--- config.mk ---
export PLATFORM = sky130hd
export DESIGN_NAME = col2img_writer
export DESIGN_NICKNAME = d
export VERILOG_FILES = /design/src/rtl/col2img_writer.sv
export SDC_FILE = /design/constraint.sdc
export NUM_CORES = 1
export LEC_CHECK = 0
export ABC_CLOCK_PERIOD_IN_PS = 2200
export BUFFER_PORTS_ARGS = -buffer_cell sky130_fd_sc_hd__buf_4
export CAP_MARGIN = 20
export CORE_MARGIN = 1
export CORE_UTILIZATION = 49
export CTS_CLUSTER_DIAMETER = 150
export DETAILED_ROUTE_END_ITERATION = 10
export PLACE_DENSITY = 0.79
export SLEW_MARGIN = 25
export SYNTH_ARGS = -nofsm -noshare
export SYNTH_HDL_FRONTEND = slang
export SYNTH_SLANG_ARGS = --single-unit
--- constraint.sdc ---
create_clock -name clk -period 2.2 [get_ports clk]
set_input_delay 0.22 -clock clk [delete_from_list [all_inputs] [get_ports clk]]
set_output_delay 0.22 -clock clk [all_outputs]
set_load 0.005 [all_outputs]
--- src/rtl/col2img_writer.sv ---
// col2img_writer: collects one output pixel per beat (all kernels at once),
// requantizes each accumulator to BITWIDTH bits and assembles the complete
// set of output feature maps, which is then offered with a valid/ready handshake.
module col2img_writer #(
    parameter int unsigned BITWIDTH   = 8,
    parameter int unsigned ACC_WIDTH  = 20,
    parameter int unsigned OUT_WIDTH  = 3,
    parameter int unsigned OUT_HEIGHT = 3,
    parameter int unsigned KERNEL_NUM = 3,
    parameter int unsigned SHIFT      = 0
) (
    input  logic                                              clk,
    input  logic                                              rst,
    input  logic                                              start,
    input  logic                                              in_valid,
    output logic                                              in_ready,
    input  logic [KERNEL_NUM*ACC_WIDTH-1:0]                   in_data,
    output logic                                              out_valid,
    input  logic                                              out_ready,
    output logic [KERNEL_NUM*OUT_HEIGHT*OUT_WIDTH*BITWIDTH-1:0] feature_maps,
    output logic                                              busy
);

    localparam int unsigned PIX_NUM = OUT_HEIGHT * OUT_WIDTH;
    localparam int unsigned FM_BITS = KERNEL_NUM * PIX_NUM * BITWIDTH;
    localparam int unsigned ROW_W   = (OUT_HEIGHT > 1) ? $clog2(OUT_HEIGHT) : 1;
    localparam int unsigned COL_W   = (OUT_WIDTH > 1) ? $clog2(OUT_WIDTH) : 1;

    localparam logic [ROW_W-1:0] ROW_LAST = ROW_W'(OUT_HEIGHT - 1);
    localparam logic [COL_W-1:0] COL_LAST = COL_W'(OUT_WIDTH - 1);

    localparam logic signed [ACC_WIDTH-1:0] Q_MAX = ACC_WIDTH'((2 ** (BITWIDTH - 1)) - 1);
    localparam logic signed [ACC_WIDTH-1:0] Q_MIN = ACC_WIDTH'(-(2 ** (BITWIDTH - 1)));

    typedef enum logic [1:0] {
        IDLE    = 2'd0,
        COLLECT = 2'd1,
        DONE    = 2'd2
    } state_t;

    state_t               state, state_next;
    logic [ROW_W-1:0]     row, row_next;
    logic [COL_W-1:0]     col, col_next;
    logic                 beat;
    logic                 frame_clr;
    logic                 in_ready_next, out_valid_next, busy_next;
    logic [PIX_NUM-1:0]   pix_we;
    logic [FM_BITS-1:0]   fm_next;
    logic [BITWIDTH-1:0]  q [KERNEL_NUM];

    // Arithmetic shift then clamp to the signed BITWIDTH range (truncating, no rounding).
    function automatic logic [BITWIDTH-1:0] requant(input logic signed [ACC_WIDTH-1:0] acc);
        logic signed [ACC_WIDTH-1:0] sh;
        sh = acc >>> SHIFT;
        if (sh > Q_MAX) begin
            return Q_MAX[BITWIDTH-1:0];
        end else if (sh < Q_MIN) begin
            return Q_MIN[BITWIDTH-1:0];
        end else begin
            return sh[BITWIDTH-1:0];
        end
    endfunction

    // Next-state, counter advance and registered-output decode.
    always_comb begin
        state_next = state;
        row_next   = row;
        col_next   = col;
        beat       = 1'b0;
        frame_clr  = 1'b0;
        unique case (state)
            IDLE: begin
                if (start) begin
                    state_next = COLLECT;
                    row_next   = '0;
                    col_next   = '0;
                    frame_clr  = 1'b1;
                end
            end
            COLLECT: begin
                if (in_valid && in_ready) begin
                    beat = 1'b1;
                    if (col == COL_LAST) begin
                        col_next = '0;
                        if (row == ROW_LAST) begin
                            row_next   = '0;
                            state_next = DONE;
                        end else begin
                            row_next = row + 1'b1;
                        end
                    end else begin
                        col_next = col + 1'b1;
                    end
                end
            end
            DONE: begin
                if (out_valid && out_ready) begin
                    state_next = IDLE;
                end
            end
            default: state_next = IDLE;
        endcase
        in_ready_next  = (state_next == COLLECT);
        out_valid_next = (state_next == DONE);
        busy_next      = (state_next != IDLE);
    end

    // Per-kernel requantized values of the current beat.
    for (genvar k = 0; k < KERNEL_NUM; k++) begin : g_q
        assign q[k] = requant(in_data[(KERNEL_NUM-1-k)*ACC_WIDTH +: ACC_WIDTH]);
    end

    // Pixel write enables decoded from the row/col position.
    for (genvar r = 0; r < OUT_HEIGHT; r++) begin : g_we_r
        for (genvar c = 0; c < OUT_WIDTH; c++) begin : g_we_c
            assign pix_we[r*OUT_WIDTH + c] = beat && (row == ROW_W'(r)) && (col == COL_W'(c));
        end
    end

    // Next buffer contents: clear on frame start, write the addressed pixel of every map.
    for (genvar k = 0; k < KERNEL_NUM; k++) begin : g_fm_k
        for (genvar p = 0; p < PIX_NUM; p++) begin : g_fm_p
            localparam int unsigned LSB = FM_BITS - (k*PIX_NUM + p + 1) * BITWIDTH;
            assign fm_next[LSB +: BITWIDTH] = frame_clr ? '0 :
                                              pix_we[p] ? q[k] :
                                              feature_maps[LSB +: BITWIDTH];
        end
    end

    // State, counters, buffer and handshake outputs.
    always_ff @(posedge clk) begin
        if (rst) begin
            state        <= IDLE;
            row          <= '0;
            col          <= '0;
            feature_maps <= '0;
            in_ready     <= 1'b0;
            out_valid    <= 1'b0;
            busy         <= 1'b0;
        end else begin
            state        <= state_next;
            row          <= row_next;
            col          <= col_next;
            feature_maps <= fm_next;
            in_ready     <= in_ready_next;
            out_valid    <= out_valid_next;
            busy         <= busy_next;
        end
    end

endmodule

---- Word level (Yosys, flattened, before mapping) ----
Cells that the tools add are included.
storage, ports and cells
  flip-flop bits (word level) ............. 225
  input port bits ......................... 65
  output and inout port bits .............. 219
  logic and storage cells ................. 80
operators by class
  add/sub/neg operators ................... 2
  order comparisons ....................... 6
  equal/unequal tests ..................... 11
  mux-type cells .......................... 24
  reductions and logical operators ........ 22
operator list
  kind                   number
  $gt A20 B8 Y1 const B  3
  $lt A20 B8 Y1 const B  3
  $mux W8                6
  $mux W2                11
  $logic_and A1 B1 Y1    14
  $eq A2 B1 Y1 const B   4
  $eq A2 B2 Y1 const B   4
  $pmux W2 S2            2
  $logic_not A2 Y1       3
  $ne A2 B2 Y1 const B   3
  $pmux W2 S3            1
  $add A2 B1 Y2 const B  2
  $mux W1                4
  $reduce_and A4 Y1      1
  $reduce_bool A2 Y1     2
  $reduce_and A3 Y1      1
  $reduce_or A2 Y1       1

---- Longest topological paths before layout ----
Gate-level depths: netlist (run 1).
  depth after elaboration ................. 6
  depth in mapped cells ................... 8

---- Worst setup path before layout (run 1) ----
Ideal clock, no wire load.
  kind .................................... flip-flop to flip-flop
  from .................................... register state[1]
  to ...................................... register feature_maps[124]
  setup time .............................. 142 ps
  arrival time ............................ 1737 ps
  data required time ...................... 2058 ps
  slack ................................... 321 ps
  cell stages (with the launch flop) ...... 7
  buffers on the path ..................... 3
  path through ............................ dfxtp_1 > buf_2 > nand4b_4 > buf_6 > a2111oi_4 > buf_2 > a21oi_1
between the ends
  word-level cells in the longest chain between the ends .. 4
RTL lines
  element                            line  source
  start, declared                    41    state_t state, state_next;
  start signal, assigned             141   state <= state_next;
  $eq A2 B1 Y1                       71    unique case (state)
  $mux W1                            71
  $logic_and A1 B1 Y1 (2 in series)  116   assign pix_we[r*OUT_WIDTH + c] = beat && (row == ROW_W'(r)) && (col == COL_W'(c));
  end signal, assigned               144   feature_maps <= fm_next;
  end, declared                      20    output logic [KERNEL_NUM*OUT_HEIGHT*OUT_WIDTH*BITWIDTH-1:0] feature_maps,
Several ways; a longest one is shown, not always the timed one.
A chain may end at the register's enable or synchronous reset.

---- Worst setup path in the final report (run 1) ----
  from .................................... register state[0]
  to ...................................... register feature_maps[181]
The elaborated chain is that of the path after synthesis.

==> results of run 1 <==
==> cell type report <==
type                       count  share of cell area
tap                          211              0.0240
timing repair buffer         332               0.234
clock inverter                 6             0.00830
clock buffer                  32              0.0589
inverter                       2            0.000682
sequential                   225               0.409
multi-input combinational    519               0.265
==> worst max path at each step <==
| stage | to | cells after the start |
|---|---|---|
| 2_1_floorplan | feature_maps[124]$_SDFFE_PP0P_ | 6 |
| 3_3_place_gp | feature_maps[180]$_SDFFE_PP0P_ | 6 |
| 3_5_place_dp | feature_maps[177]$_SDFFE_PP0P_ | 6 |
| 4_1_cts | feature_maps[181]$_SDFFE_PP0P_ | 6 |
| 5_1_grt | feature_maps[125]$_SDFFE_PP0P_ | 6 |
| 6_report | feature_maps[181]$_SDFFE_PP0P_ | 6 |
==> metal layers <==
metal | track usage | up-vias | part of all wire
met5 | 0 | - | 0
met4 | 0.116 | 0 | 0.034
met3 | 0.0540 | 55 | 0.077
met2 | 0.492 | 323 | 0.49
met1 | 0.343 | 3417 | 0.40
li1 | - | 3520 | -
==> critical path: stages, from the launching register on <==
cell and delay [ns]:
dfxtp_1 0.47, nand4b_4 0.28, buf_4 0.26, nor3_4 0.19
buf_4 0.39, o21ai_0 0.17, a21oi_1 0.16
==> where the power goes <==
group | leakage, µW | switching [µW] | internal, µW
combinational | 0.00258 | 267 | 188
sequential | 0.00181 | 13.4 | 4090
clock | 0.000366 | 1510 | 2280
==> flip-flops by register name, indices dropped and copies added (netlist names) <==
register,flops
row,2
state,2
busy,1
out_valid,1
col,2
feature_maps,216
in_ready,1
==> logic make-up (layout without fill, tap and decap cells) <==
group / Yosys count / count (layout)
AOI/OAI and AO/OA: 420 / 420
buffers and inverters: 71 / 372
DFF: 225 / 225
muxes: 27 / 27
and+or+nand+nor: 72 / 72
==> stage by stage <==
| step | hold slack, ns | instances | power, µW |
|---|---|---|---|
| floorplan | 0.483 | 815 | 4380 |
| global placement | 0.473 | 1288 | 4640 |
| detailed placement | 0.481 | 1288 | 4640 |
| CTS | 0.0678 | 1327 | 8390 |
| global route | 0.0824 | 1327 | 8570 |
| finish | 0.0755 | 1327 | 8340 |
==> cells in the final DEF, fill, tap and decap left out, types with 2 or more instances in the layout <==
cell type / instances
a31oi_1: 3
clkinv_2: 3
o21ai_0: 190
dfxtp_1: 225
nor3_4: 3
nor4_1: 9
nand2b_1: 5
buf_12: 6
clkbuf_1: 4
bufinv_16: 2
or2_2: 2
nor2_1: 30
o21a_1: 3
nor4_4: 4
inv_1: 2
nand4_1: 9
clkbuf_8: 6
o31ai_1: 4
mux2i_1: 27
a211oi_1: 2
buf_4: 325
clkbuf_16: 22
a21oi_1: 215
==> impl_metrics.csv, run 1 <==
group,metric,value,unit
sta,finalSetupTns,0,ns
place,place_area,10300,µm²
cts,cts_tree,"built",
cells_and_area,seqCellArea,4500,µm²
cells_and_area,finalInstanceArea,11000,µm²
yosys,ys.flop_type,"dfxtp_1",
sta,fmax,503,MHz
grt,antenna_found_initial,0,
cells_and_area,post-route-util,0.721,
worst_hold_path,min_to,"feature_maps[31]$_SDFFE_PP0P_",
cts,cts_root_buf,"clkbuf_16",
sta,hold_viol_final,0,
floorplan,fp.coreArea,15300,µm²
yosys,synthTopCellsByArea,"dfxtp_1, a21oi_1, o21ai_0, mux2i_1, clkbuf_1",
worst_hold_path,whs_path_depth,3,
cells_and_area,area_delta_synth_final,43.5,%
place,portBuffers,283,
yosys,ys_seq_area_frac,0.587,
cts,htreeDepth,1,
grt,grt_overflow,0,
yosys,synth-warning-count,0,
cts,clkLatencyLatePin,0.50,ns
power_and_ir_drop,p_leak,0.00476,µW
cts,cts_buffers,22,
place,hpwl,16100,µm
worst_setup_path,reg2regPathDepth,6,
cts,path_clk_slew,0.06,ns
cells_and_area,multi_input_area,2920,µm²
cts,cts_buffer_depth,3,
worst_setup_path,cp-startpoint,"state[0]$_SDFF_PP0_",
grt,grt_pass1_vias,6860,
yosys,yosys-mux-area-fraction,0.0352,
sta,period_share,0.904,
cells_and_area,num_antenna_cells,0,
route,drc_errors,0,
worst_setup_path,r2r_start,"state[0]$_SDFF_PP0_",
cells_and_area,nFillCells,1159,
grt,grt_pass1_wl,36200,µm
route,drtIter0Drc,467,
grt,groute.usage.overall,0.282,
cells_and_area,drive_gt1_frac,0.340,
sta,min_period,1.99,ns
sta,worstMarginPinSlew,0.662,ns
floorplan,die_area,16200,µm²
power_and_ir_drop,power.density,758,nW/µm²
yosys,postSynthAreaPerCell,9.41,µm²
place,place_ws,0.229,ns
yosys,yosys_register_bits,225,
yosys,synth-compound-area-share,0.281,
yosys,synth_edf_count,0,
yosys,synth_xor_xnor_area_share,0,
yosys,synth_top_cell_area_share,0.587,
yosys,yosysMostFrequentCell,"dfxtp_1",
cts,cts_num_sinks,225,
yosys,synth_nets,880,
worst_setup_path,cp-start-kind,"flop",
yosys,ys_top_cells_by_count,"dfxtp_1, a21oi_1, o21ai_0",
sta,finalMaxSlewViolations,0,
yosys,async_flop_share,0,
floorplan,io_pins,284,
worst_setup_path,crit_type,"reg2reg",
worst_setup_path,cp-end-kind,"flop",
yosys,syn_inst,815,
floorplan,die_w,127,µm
route,dr.pass1.iters,4,
sta,finalWorstSetupSlack,0.211,ns
cts,cts_setup_buffers,0,
route,vias,7315,
yosys,synth_fa_ha_area_frac,0,
sta,relSlewSlack,0.557,
route,drt_wl_total,23500,µm
floorplan,die_h,127,µm
sta,skew,0.0157,ns
yosys,synth_top_family_by_area,"compound AO/OA/AOI/OAI gates",
power_and_ir_drop,irDropWorstVdd,0.000616,V
yosys,synth-simple-area-share,0.0581,
worst_setup_path,critPathRequiredTime,2.63,ns
sta,rsz0062_at_grt,"false",
floorplan,rows,45,
cells_and_area,nets,1167,
worst_setup_path,arrival,2.42,ns
route,ant_nets,0,
cts,holdBufCountCts,1,
cts,post_cts_resized,0,
worst_hold_path,hold_class,"in2reg",
worst_hold_path,worstHoldStart,"in_data[19]",
place,gp_congestion,0.829,
route,routedWlPerCell,17.7,µm
grt,grt_max_degree,67,
run_status,status,"completed",
worst_setup_path,r2r_setup_slack,0.21,ns
yosys,syn_area,7670,µm²
yosys,synth_area_leader_cell,"dfxtp_1",
job,max-cap-violations,0,
yosys,synth_cell_types,32,
floorplan,start_util,0.503,
sta,setup_viol_count_final,0,
worst_setup_path,critical_path.max_fanout,42,
route,routed_via_density,5.51,
worst_setup_path,reg2reg_to,"feature_maps[181]$_SDFFE_PP0P_",
Note: power is estimated with default switching activity, not from simulation.
==> run 2, diff against run 1 <==
--- a/config.mk
+++ b/config.mk
@@ -9,10 +9,11 @@
 export BUFFER_PORTS_ARGS = -buffer_cell sky130_fd_sc_hd__buf_4
 export CAP_MARGIN = 20
 export CORE_MARGIN = 1
-export CORE_UTILIZATION = 49
+export CORE_UTILIZATION = 45
 export CTS_CLUSTER_DIAMETER = 150
 export DETAILED_ROUTE_END_ITERATION = 10
-export PLACE_DENSITY = 0.79
+export HOLD_SLACK_MARGIN = 0.1
+export PLACE_DENSITY = 0.74
 export SLEW_MARGIN = 25
 export SYNTH_ARGS = -nofsm -noshare
 export SYNTH_HDL_FRONTEND = slang
==> run 2 against run 1 <==
  * Combinational power is 2% higher
  * Register-to-register slack improved by 0.03 ns
  * Final cell count increased by 0.90%
  * Routed wire length grew 2.3%
  * Count of clock-buffer cells in the layout rose by 4
  * Sequential power is essentially flat
  * Critical path type unchanged
==> impl_metrics.csv, run 2 (same netlist as run 1, synthesis figures left out) <==
group,metric,value,unit
grt,antenna_found_initial,0,
worst_setup_path,crit_type,"reg2reg",
route,drtIter0Drc,443,
sta,min_period,1.96,ns
cells_and_area,area_delta_synth_final,45.0,%
sta,finalSetupTns,0,ns
power_and_ir_drop,p_leak,0.00479,µW
grt,grt_pass1_wl,37500,µm
worst_setup_path,critical_path.max_fanout,42,
floorplan,rows,47,
floorplan,die_h,133,µm
route,drc_errors,0,
cts,path_clk_slew,0.06,ns
cells_and_area,largest_register_ffs,216,
cells_and_area,largest-register,"feature_maps",
cts,cts_root_buf,"clkbuf_16",
place,gp_congestion,0.819,
worst_setup_path,path_cells,"nand4b_4 > nor4_4 > buf_12 > o21ai_0 > a21oi_1",
cells_and_area,finalInstanceArea,11100,µm²
worst_setup_path,critPathSlowestCell,"nor4_4",
sta,finalMaxSlewViolations,0,
floorplan,start_util,0.462,
cts,cts_setup_buffers,0,
place,portBuffers,283,
floorplan,die_w,133,µm
worst_setup_path,critPathTopFamily,"simple AND/OR/NAND/NOR gates",
worst_setup_path,crit_buf_inv,1,
grt,grt_pass1_vias,6867,
worst_setup_path,critPathMaxStageDelay,0.56,ns
run_status,status,"completed",
sta,hold_viol_final,0,
cts,clkLatencyLatePin,0.52,ns
route,vias,7266,
cells_and_area,nets,1168,
route,dr.pass1.iters,5,
sta,relSlewSlack,0.615,
sta,skew,0.0140,ns
cts,cts_tree,"built",
worst_hold_path,hold_class,"in2reg",
power_and_ir_drop,irDropWorstVdd,0.000499,V
grt,groute.usage.overall,0.268,
route,drt_wl_total,24100,µm
power_and_ir_drop,power,8600,µW
cells_and_area,final_common_cell,"buf_4",
job,max-cap-violations,0,
sta,worstMarginPinSlew,0.575,ns
cells_and_area,nFillCells,1350,
sta,setup_viol_count_final,0,
grt,grt_max_degree,112,
cts,cts_buffer_depth,3,
place,hpwl,16000,µm
worst_setup_path,cp-start-kind,"flop",
sta,fmax,511,MHz
route,routed_via_density,5.43,
power_and_ir_drop,power.density,774,nW/µm²
floorplan,die_area,17600,µm²
worst_setup_path,critPathRequiredTime,2.65,ns
cts,cts_buffers,23,
sta,period_share,0.890,
route,routedWlPerCell,18.0,µm
cts,cts_num_sinks,225,
floorplan,io_pins,284,
grt,grt_overflow,0,
worst_setup_path,cp-end-kind,"flop",
cells_and_area,layout_common_cells,"buf_4, dfxtp_1, a21oi_1, o21ai_0, nor2_1",
cts,htreeDepth,1,
floorplan,fp.coreArea,16600,µm²
cts,post_cts_resized,0,
route,ant_nets,0,
place,place_area,10300,µm²
worst_setup_path,arrival,2.41,ns
cells_and_area,drive_gt1_frac,0.336,
sta,rsz0062_at_grt,"false",
cells_and_area,num_antenna_cells,0,
[run 2: cell types whose count changed in the layout (fill, tap and decap cells not counted)]
cell,change
inv_16,+1
dlygate4sd3_1,+5
clkbuf_16,+1
clkinv_2,-1
clkinv_8,-1
clkbuf_8,+2
buf_12,+3
buf_4,-8
clkbuf_1,+1
[run 2: final timing paths]
kind / from / endpoint / slack, ns / cells after the start
setup / recovery: state[0]$_SDFF_PP0_ / feature_maps[208]$_SDFFE_PP0P_ / 0.24 / 5
hold / removal: start / in_ready$_SDFF_PP0_ / 0.14 / 3
setup reg to reg: state[0]$_SDFF_PP0_ / feature_maps[208]$_SDFFE_PP0P_ / 0.24 / 5
hold reg to reg: feature_maps[7]$_SDFFE_PP0P_ / feature_maps[7]$_SDFFE_PP0P_ / 0.50 / 2
[run 2: area by class of cell]
class / instances / area, µm² / area share
Clock buffer: 36 / 704 / 0.0634
Timing Repair Buffer: 332 / 2620 / 0.236
Clock inverter: 5 / 90.1 / 0.00810
Tap cell: 220 / 275 / 0.0248
Multi-Input combinational cell: 519 / 2920 / 0.262
Inverter: 2 / 7.51 / 0.000675
Sequential cell: 225 / 4500 / 0.405
[run 2: where the power goes]
part | switching, µW | internal, µW
clock | 1600 | 2440
sequential | 12.2 | 4090
combinational | 273 | 189
[run 2: worst reg2reg max path, stage by stage, from the launching register on]
cell and delay (ns):
dfxtp_1 0.45, nand4b_4 0.36, nor4_4 0.57, buf_12 0.26
o21ai_0 0.12, a21oi_1 0.14
[run 2: layer usage]
metal / wire, µm / track usage / vias up
li1: - / - / 3506
met1: 9870 / 0.330 / 3437
met2: 11700 / 0.462 / 272
met3: 1770 / 0.0563 / 51
met4: 718 / 0.0951 / 0
met5: 0 / 0 / -
[run 2: per-stage QoR]
stage	utilization	worst slack, ns	std cells	hold slack [ns]
5_1_grt	0.671	0.0372	1339	0.150
4_1_cts	0.671	0.221	1339	0.129
2_1_floorplan	-	0.321	815	0.483
6_report	0.671	0.242	1339	0.145
3_3_place_gp	0.619	0.281	1292	0.475
3_5_place_dp	0.619	0.227	1292	0.484
[run 2: timing repair]
item | CTS | global route
endpoints found under the setup margin | 0 | 0
hold buffers | 6 | 0
hold endpoints to repair | 37 | 0
